[src/rtl/apb_bank_pkg.sv]
// Shared types and decode helpers for the APB multi-bank completer.
// Holds the FSM state encoding, the response codes and the address-error decode used by apb_multi_slave_bank.
package apb_bank_pkg;

   typedef enum logic {IDLE, ACCESS} state_t;

   localparam logic OKAY = 1'b0;
   localparam logic ERR  = 1'b1;

   function automatic int unsigned idx_width(input int unsigned depth);
      return $clog2(depth);
   endfunction

   // Error when the select is not one-hot, the address is misaligned,
   // or any byte-address bit above the bank's word range is set.
   function automatic logic xfer_err(input logic sel_onehot, input logic [63:0] addr,
                                     input int unsigned addr_w, input int unsigned idx_w);
      logic [63:0] mask;
      mask = ((64'd1 << addr_w) - 64'd1) & ~((64'd1 << (idx_w + 2)) - 64'd1);
      return !sel_onehot || (addr[1:0] != 2'b00) || ((addr & mask) != 64'd0);
   endfunction

endpackage

[src/rtl/apb_multi_slave_bank_regfile.sv]
// One register bank: DEPTH x DATA_W flops with synchronous clear,
// a single write port and an asynchronous read port sharing one index.
module apb_slv_regfile
   import apb_bank_pkg::*;
#(
   parameter int unsigned DEPTH  = 16,
   parameter int unsigned DATA_W = 32,
   parameter int unsigned IDX_W  = 4
) (
   input  logic              hclk,
   input  logic              hreset,
   input  logic              we,
   input  logic [IDX_W-1:0]  idx,
   input  logic [DATA_W-1:0] wdata,
   output logic [DATA_W-1:0] rdata
);

   logic [DATA_W-1:0] mem [DEPTH];

   always_ff @(posedge hclk) begin
      if (hreset) begin
         for (int unsigned i = 0; i < DEPTH; i++) mem[i] <= '0;
      end else if (we) begin
         mem[idx] <= wdata;
      end
   end

   assign rdata = mem[idx];

endmodule

[src/rtl/apb_multi_slave_bank.sv]
// APB completer with NUM_SLV one-hot-selected register banks, phase checking and error decode.
// Define APB_WAIT_EN to insert WAIT_CYC wait states per access; otherwise every access completes at once.
module apb_multi_slave_bank
   import apb_bank_pkg::*;
#(
   parameter int unsigned NUM_SLV  = 3,
   parameter int unsigned DEPTH    = 16,
   parameter int unsigned DATA_W   = 32,
   parameter int unsigned ADDR_W   = 32,
   parameter int unsigned WAIT_CYC = 2
) (
   input  logic               hclk,
   input  logic               hreset,
   input  logic [NUM_SLV-1:0] pselx,
   input  logic               penable,
   input  logic               pwrite,
   input  logic [ADDR_W-1:0]  paddr,
   input  logic [DATA_W-1:0]  pwdata,
   output logic [DATA_W-1:0]  prdata,
   output logic               pready,
   output logic               pslverr,
   output logic               proto_err,
   output logic               xfer_done
);

   localparam int unsigned IDX_W = idx_width(DEPTH);

   state_t             state;
   logic [NUM_SLV-1:0] sel_q;
   logic [ADDR_W-1:0]  addr_q;
   logic               pwrite_q;
   logic [DATA_W-1:0]  wdata_q;
   logic               access_ok;
   logic               wait_done;
   logic               err;
   logic [IDX_W-1:0]   idx;
   logic [DATA_W-1:0]  bank_rdata [NUM_SLV];
   logic [DATA_W-1:0]  rd_or;

   assign idx       = addr_q[2 +: IDX_W];
   assign err       = xfer_err($onehot(sel_q), 64'(addr_q), ADDR_W, IDX_W);
   assign access_ok = (state == ACCESS) && penable && (pselx == sel_q);
   assign pready    = access_ok && wait_done;
   assign pslverr   = (pready && err) ? ERR : OKAY;
   assign xfer_done = pready;

`ifdef APB_WAIT_EN
   localparam int unsigned CNT_W = (WAIT_CYC > 0) ? $clog2(WAIT_CYC + 1) : 1;
   logic [CNT_W-1:0] wait_cnt;

   assign wait_done = (wait_cnt == CNT_W'(WAIT_CYC));

   always_ff @(posedge hclk) begin
      if (hreset || state == IDLE) wait_cnt <= '0;
      else if (access_ok && !wait_done) wait_cnt <= wait_cnt + 1'b1;
   end
`else
   assign wait_done = 1'b1;
`endif

   always_ff @(posedge hclk) begin
      if (hreset) begin
         state     <= IDLE;
         sel_q     <= '0;
         addr_q    <= '0;
         pwrite_q  <= 1'b0;
         wdata_q   <= '0;
         proto_err <= 1'b0;
      end else begin
         case (state)
            IDLE: begin
               if (pselx != '0) begin
                  if (!penable) begin
                     sel_q    <= pselx;
                     addr_q   <= paddr;
                     pwrite_q <= pwrite;
                     wdata_q  <= pwdata;
                     state    <= ACCESS;
                  end else begin
                     proto_err <= 1'b1;
                  end
               end
            end
            ACCESS: begin
               if (!access_ok) begin
                  proto_err <= 1'b1;
                  state     <= IDLE;
               end else if (wait_done) begin
                  state <= IDLE;
               end
            end
            default: state <= IDLE;
         endcase
      end
   end

   for (genvar g = 0; g < NUM_SLV; g++) begin : g_bank
      apb_slv_regfile #(
         .DEPTH  (DEPTH),
         .DATA_W (DATA_W),
         .IDX_W  (IDX_W)
      ) u_regfile (
         .hclk   (hclk),
         .hreset (hreset),
         .we     (pready && pwrite_q && !err && sel_q[g]),
         .idx    (idx),
         .wdata  (wdata_q),
         .rdata  (bank_rdata[g])
      );
   end

   // Error cases include non-one-hot selects, so the OR-mux is only trusted when err is clear.
   always_comb begin
      rd_or = '0;
      for (int unsigned i = 0; i < NUM_SLV; i++) begin
         if (sel_q[i]) rd_or = rd_or | bank_rdata[i];
      end
   end

   assign prdata = (pready && !pwrite_q && !err) ? rd_or : '0;

endmodule
[config.mk]
export PLATFORM = sky130hd
export DESIGN_NAME = apb_multi_slave_bank
export DESIGN_NICKNAME = d
export VERILOG_FILES = /design/src/rtl/apb_bank_pkg.sv /design/src/rtl/apb_multi_slave_bank_regfile.sv /design/src/rtl/apb_multi_slave_bank.sv
export SDC_FILE = /design/constraint.sdc
export NUM_CORES = 2
export LEC_CHECK = 0
export CORE_ASPECT_RATIO = 0.7
export CORE_UTILIZATION = 37
export CTS_CLUSTER_DIAMETER = 60
export DETAILED_ROUTE_END_ITERATION = 12
export DONT_BUFFER_PORTS = 1
export GPL_ROUTABILITY_DRIVEN = 0
export SLEW_MARGIN = 20
export SYNTH_ARGS = -nofsm -noshare
export SYNTH_HDL_FRONTEND = slang
export SYNTH_SLANG_ARGS = --single-unit
[constraint.sdc]
create_clock -name hclk -period 10.95 [get_ports hclk]
set_input_delay 1.6425 -clock hclk [delete_from_list [all_inputs] [get_ports hclk]]
set_output_delay 1.6425 -clock hclk [all_outputs]
set_load 0.1 [all_outputs]
# ---- Yosys cells after proc, flatten, opt, wreduce, memory -nomap -nowiden
# Memories as Yosys holds them, arrays and structs flattened. A register that Yosys moved wholly into a read port is not among the register bits.
# Index checks and enable logic that the tools add are counted.
dict set report classes {
  addsub 2
  n_mul 0
  div 0
  n_lt_le_gt_ge 0
  n_eq_ne 5
  shifts 0
  muxes 38
  bitwise 4
  reduce_logical 23
}
# op n
set op_table {}
lappend op_table {{32-bit 2-to-1 mux} 7}
lappend op_table {{32-bit OR reduction} 3}
lappend op_table {{32-bit OR} 2}
lappend op_table {{64-bit nonzero test} 1}
lappend op_table {{4-bit 2-to-1 mux} 9}
lappend op_table {{1-bit 2-to-1 mux} 20}
lappend op_table {{1-bit logical AND} 10}
lappend op_table {{2-bit != test (second input constant)} 3}
lappend op_table {{3-bit AND reduction} 2}
lappend op_table {{1-bit one-hot mux with 2 select lines} 2}
lappend op_table {{3-bit equality test} 1}
lappend op_table {{1-bit zero test} 3}
lappend op_table {{3-bit nonzero test} 1}
lappend op_table {{1-bit by 1-bit adder with 2-bit output} 1}
lappend op_table {{2-bit by 1-bit adder with 2-bit output} 1}
lappend op_table {{2-bit by 1-bit equality test with 1-bit output (second input constant)} 1}
lappend op_table {{1-bit logical OR} 2}
lappend op_table {{1-bit inverter} 2}
lappend op_table {{2-bit nonzero test} 1}
dict set report word_totals {
  reg_bits 70
  latchBits 0
  ramBits 1536
  rom_bits 0
  inputBits 71
  out_inout_bits 36
  wordCells 81
  mem_count 3
}
# name words width read_ports rd_ports_with_merged_regs wr line
set memory_table {}
lappend memory_table {{g_bank[0].u_regfile.mem} 16 32 1 1 16 apb_multi_slave_bank_regfile.sv:18} ;# logic [DATA_W-1:0] mem [DEPTH];
lappend memory_table {{g_bank[1].u_regfile.mem} 16 32 1 1 16 apb_multi_slave_bank_regfile.sv:18}
lappend memory_table {{g_bank[2].u_regfile.mem} 16 32 1 1 16 apb_multi_slave_bank_regfile.sv:18}

# ---- Longest topological paths before layout
dict set report depth {
  word_depth 14
  ltp_mapped 11
  mapped_depth_nobuf 7
}

# ---- Hierarchy
# A second synthesis with hierarchy kept.
dict set report unflattened {
  cells_unflattened 4671
  area_unflattened_um2 72060.4
}
# module instances cells_each area_each_um2 seq_area_each_um2
set by_module_without_submodules {}
lappend by_module_without_submodules {{apb_slv_regfile at g_bank[1].u_regfile ...} 2 1418 22879.4 15374.7}
lappend by_module_without_submodules {{apb_slv_regfile at g_bank[0].u_regfile} 1 1418 22889.5 15374.7}
lappend by_module_without_submodules {apb_multi_slave_bank 1 417 3412.0 1401.3}

# ---- Worst setup path before layout
# Ideal clock, no wire load.
dict set report synth_path {
  kind {input port to output port}
  from {input port pselx[0]}
  to {output port prdata[10]}
  arrival_time_ns 4.752
  t_required_ns 9.308
  slack_ns 4.556
  path_stages 6
  path_buffers 2
  cell_sequence {xor2_1 -> or4_4 -> or4_1 -> clkbuf_1 -> clkbuf_1 -> a41oi_1}
}
dict set report synth_via {
  elab_chain_len 5
}
# element line
set synth_rtl {}
lappend synth_rtl {{start, declared} apb_multi_slave_bank.sv:14} ;# input logic [NUM_SLV-1:0] pselx,
lappend synth_rtl {{3-bit equality test} apb_multi_slave_bank.sv:42} ;# assign access_ok = (state == ACCESS) && penable && (pselx == sel_q);
lappend synth_rtl {{1-bit logical AND} apb_multi_slave_bank.sv:42}
lappend synth_rtl {{1-bit logical AND (2 in a row)} apb_multi_slave_bank.sv:120} ;# assign prdata = (pready && !pwrite_q && !err) ? rd_or : '0;
lappend synth_rtl {{32-bit 2-to-1 mux} apb_multi_slave_bank.sv:120}
lappend synth_rtl {{end, declared} apb_multi_slave_bank.sv:19} ;# output logic [DATA_W-1:0] prdata,
# No other way between the ends.

==> results.tsv <==
metric	value	unit
grt_usage	23.2	%
final_common_cell	nor2_1	
rows	135	
seqPwrFrac	53.3	%
regToRegSetupSlack	5.69	ns
critPathArrivalTime	5.29	ns
grt_pass1_wl	332000	um
syn_area_per_cell	12.2	sq um
final_core_util	40.8	%
drt-vias-per-instance	5.73	
core	194000	sq um
critPathLaunchType	register	
crit_chain	nor2_4 > buf_12 > buf_4 > a2111oi_0 > o21ai_0 > a41oi_2 > buf_4	
drive_gt1_share	9.17	%
synthArstFlopShare	0	%
slowest_delay	0.99	ns
antenna_left	0	
grt_antenna_before_repair	3	
clock-sinks	1610	
dpl.hpwl	136000	um
max_freq	0.144	GHz
min_period_over_period	63.3	%
wl	233000	um
synth_nets	6000	
initial_core_util	37.4	%
power_frac_clock	40.0	%
ir_worst_vdd	0.119	mV
syn-instance-count	5928	
p_sw	3180	uW
die_w	531	um
setup_viol	0	
overflow	0	
skew	0.0406	ns
maxSlewHeadroom	22.6	%
first_pass_iters	6	
final_cell_mix	nor2_1, edfxtp_1, nand2_1	
ys_types	41	
p_leak	0.0240	uW
design.die.area	198000	sq um
cts_tree	yes	
die_y	372	um
crit_path_max_fanout	105	
p_per_area	168	nW/um^2
insertion_delay	0.83	ns
status	complete, no violations	
p_int	10100	uW
cts_resized	0	
synth_area_leader_cell	edfxtp_1	
synth.ff_latch_count	1610	
maxCapViolCount	0	
hold_path_end	addr_q[9]	
combPwrFrac	6.7	%
slew_violations	0	
clock_path_buffers	4	
yosys_warnings	0	
clk_pin_slew	0.06	ns
hold_class	register to register	
synth-edff-count	1536	
routedWlPerCell	27.7	um
io_pins	107	
critPathSlowestCell	dfxtp_4	
synth_area	72500	sq um
cts_buffers	162	
nets	5758	
switching_share	24.0	%
worst_pin_slew	1.16	ns
cp_common_cell	buf_4	
hp-start	addr_q[9]	
grt_start_max_net_pins	203	
postCtsHoldBufs	0	
portBuffers	0	
cts-htree-levels	4	
synthTopCellsByArea	edfxtp_1, mux2i_1, nor2_1, nand2_1, buf_6	
crit_path_end_kind	primary output	
cts_setup_buffers	0	
synth-main-ff-cell	edfxtp_1	
timing.rr.end	g_bank[2].u_regfile.mem[1][9]	
drc	0	
crit-reg2reg-launch	sel_q[2]	
cp.required	9.31	ns
fin_crit	6.94	ns
rsz0062_at_grt	false	
root_buffer	clkbuf_16	
rr_worst_depth	10	
crit_type	register to primary output	
grt_pass1_vias	46700	
syn_to_final_growth	9.12	%
worstHoldPathCells	2	
synth_seq_area_share	65.7	%
num_vias	48200	
hold_viol_final	0	
tns	0	ns
synth_top_area_share	63.6	%
drt_iter0_markers	6808	
[cell type report]
cell class	count	area (sq um)
timing repair buffer	111	1030
fill	18200	115000
inverter	32	120
sequential	1610	47600
clock buffer	197	4210
tap	2603	3260
multi-input combinational	3769	22300
antenna	1	2.50
clock inverter	82	608
[per-stage QoR]
stage               hold WS, ns  total power, uW  instances  instance area, sq um  worst slack [ns]
global route              0.468            13600       8405                 79100              4.01
CTS                       0.451            13300       8400                 79000              4.12
detailed placement        0.441             8070       8121                 74100              4.88
global placement          0.438             8050       8121                 74100              4.88
floorplan                 0.436             7660       5928                 72500              4.56
finish                    0.450            13300       8405                 79100              4.01
[synth_stat cells, types with 32 or more instances]
| library cell | count |
|---|---|
| nand2_1 | 748 |
| inv_1 | 32 |
| mux2i_1 | 584 |
| a221oi_1 | 32 |
| nand3_1 | 64 |
| nor2b_1 | 58 |
| clkbuf_1 | 259 |
| a22o_1 | 68 |
| edfxtp_1 | 1536 |
| a31oi_1 | 32 |
| a21o_1 | 49 |
| a22oi_1 | 101 |
| a41oi_1 | 32 |
| buf_2 | 69 |
| o21ai_0 | 56 |
| nor2_1 | 1553 |
| buf_6 | 159 |
| mux4_2 | 64 |
| nor3_1 | 38 |
| a21oi_1 | 164 |
| dfxtp_1 | 74 |
[logic make-up (layout without fill, tap and decap cells)]
| kind of cell | Yosys count | in the layout | synth area share (%) |
|---|---|---|---|
| flip-flops | 1610 | 1610 | 65.7 |
| adder cells (fa/ha/maj) | 1 | 1 | 0.0276 |
| XOR/XNOR | 3 | 3 | 0.0363 |
| buffers and inverters | 549 | 422 | 4.71 |
| other | 0 | 1 | 0 |
| AO/OA/AOI/OAI | 594 | 594 | 5.62 |
| multiplexers | 676 | 676 | 10.5 |
| AND/OR/NAND/NOR | 2495 | 2495 | 13.4 |
[metal layers]
layer  track usage (%)  up-vias  part of all wire (%)
li1                  -    20600                     -
met1              32.8    24300                    41
met2              35.5     2860                    44
met3              4.53      426                    11
met4              7.82        0                   3.5
met5                 0        -                     0
[power by group through the flow]
stage          Clock (uW)  Combinational [uW]  Sequential (uW)
3_5_place_dp            0                 869             7200
3_3_place_gp            0                 864             7190
2_1_floorplan           0                 556             7100
6_report             5310                 885             7060
4_1_cts              5350                 871             7060
5_1_grt              5570                 917             7080
[worst max-delay path by stage]
| stage | depth (start not counted) | slack [ns] | endpoint |
|---|---|---|---|
| 6_report | 7 | 4.01 | prdata[12] |
| 5_1_grt | 6 | 4.01 | prdata[22] |
| 4_1_cts | 7 | 4.12 | prdata[13] |
| 3_5_place_dp | 5 | 4.88 | prdata[19] |
| 3_3_place_gp | 5 | 4.88 | prdata[21] |
| 2_1_floorplan | 6 | 4.56 | prdata[10] |
[worst max-delay path: cells and delay by family, from the launching register on]
family	cells	cell delay (ns)
buffers and inverters	3	1.15
DFF	1	0.99
AOI/OAI and AO/OA	3	1.59
and+or+nand+nor	1	0.34
[state kept, by name (all words and copies together), names as in the netlist, named ones only]
signal / count
proto_err: 1
pwrite_q: 1
addr_q: 32
wdata_q: 32
state: 1
g_bank.u_regfile.mem: 1536
sel_q: 3
(Power assumes the default switching activity.)
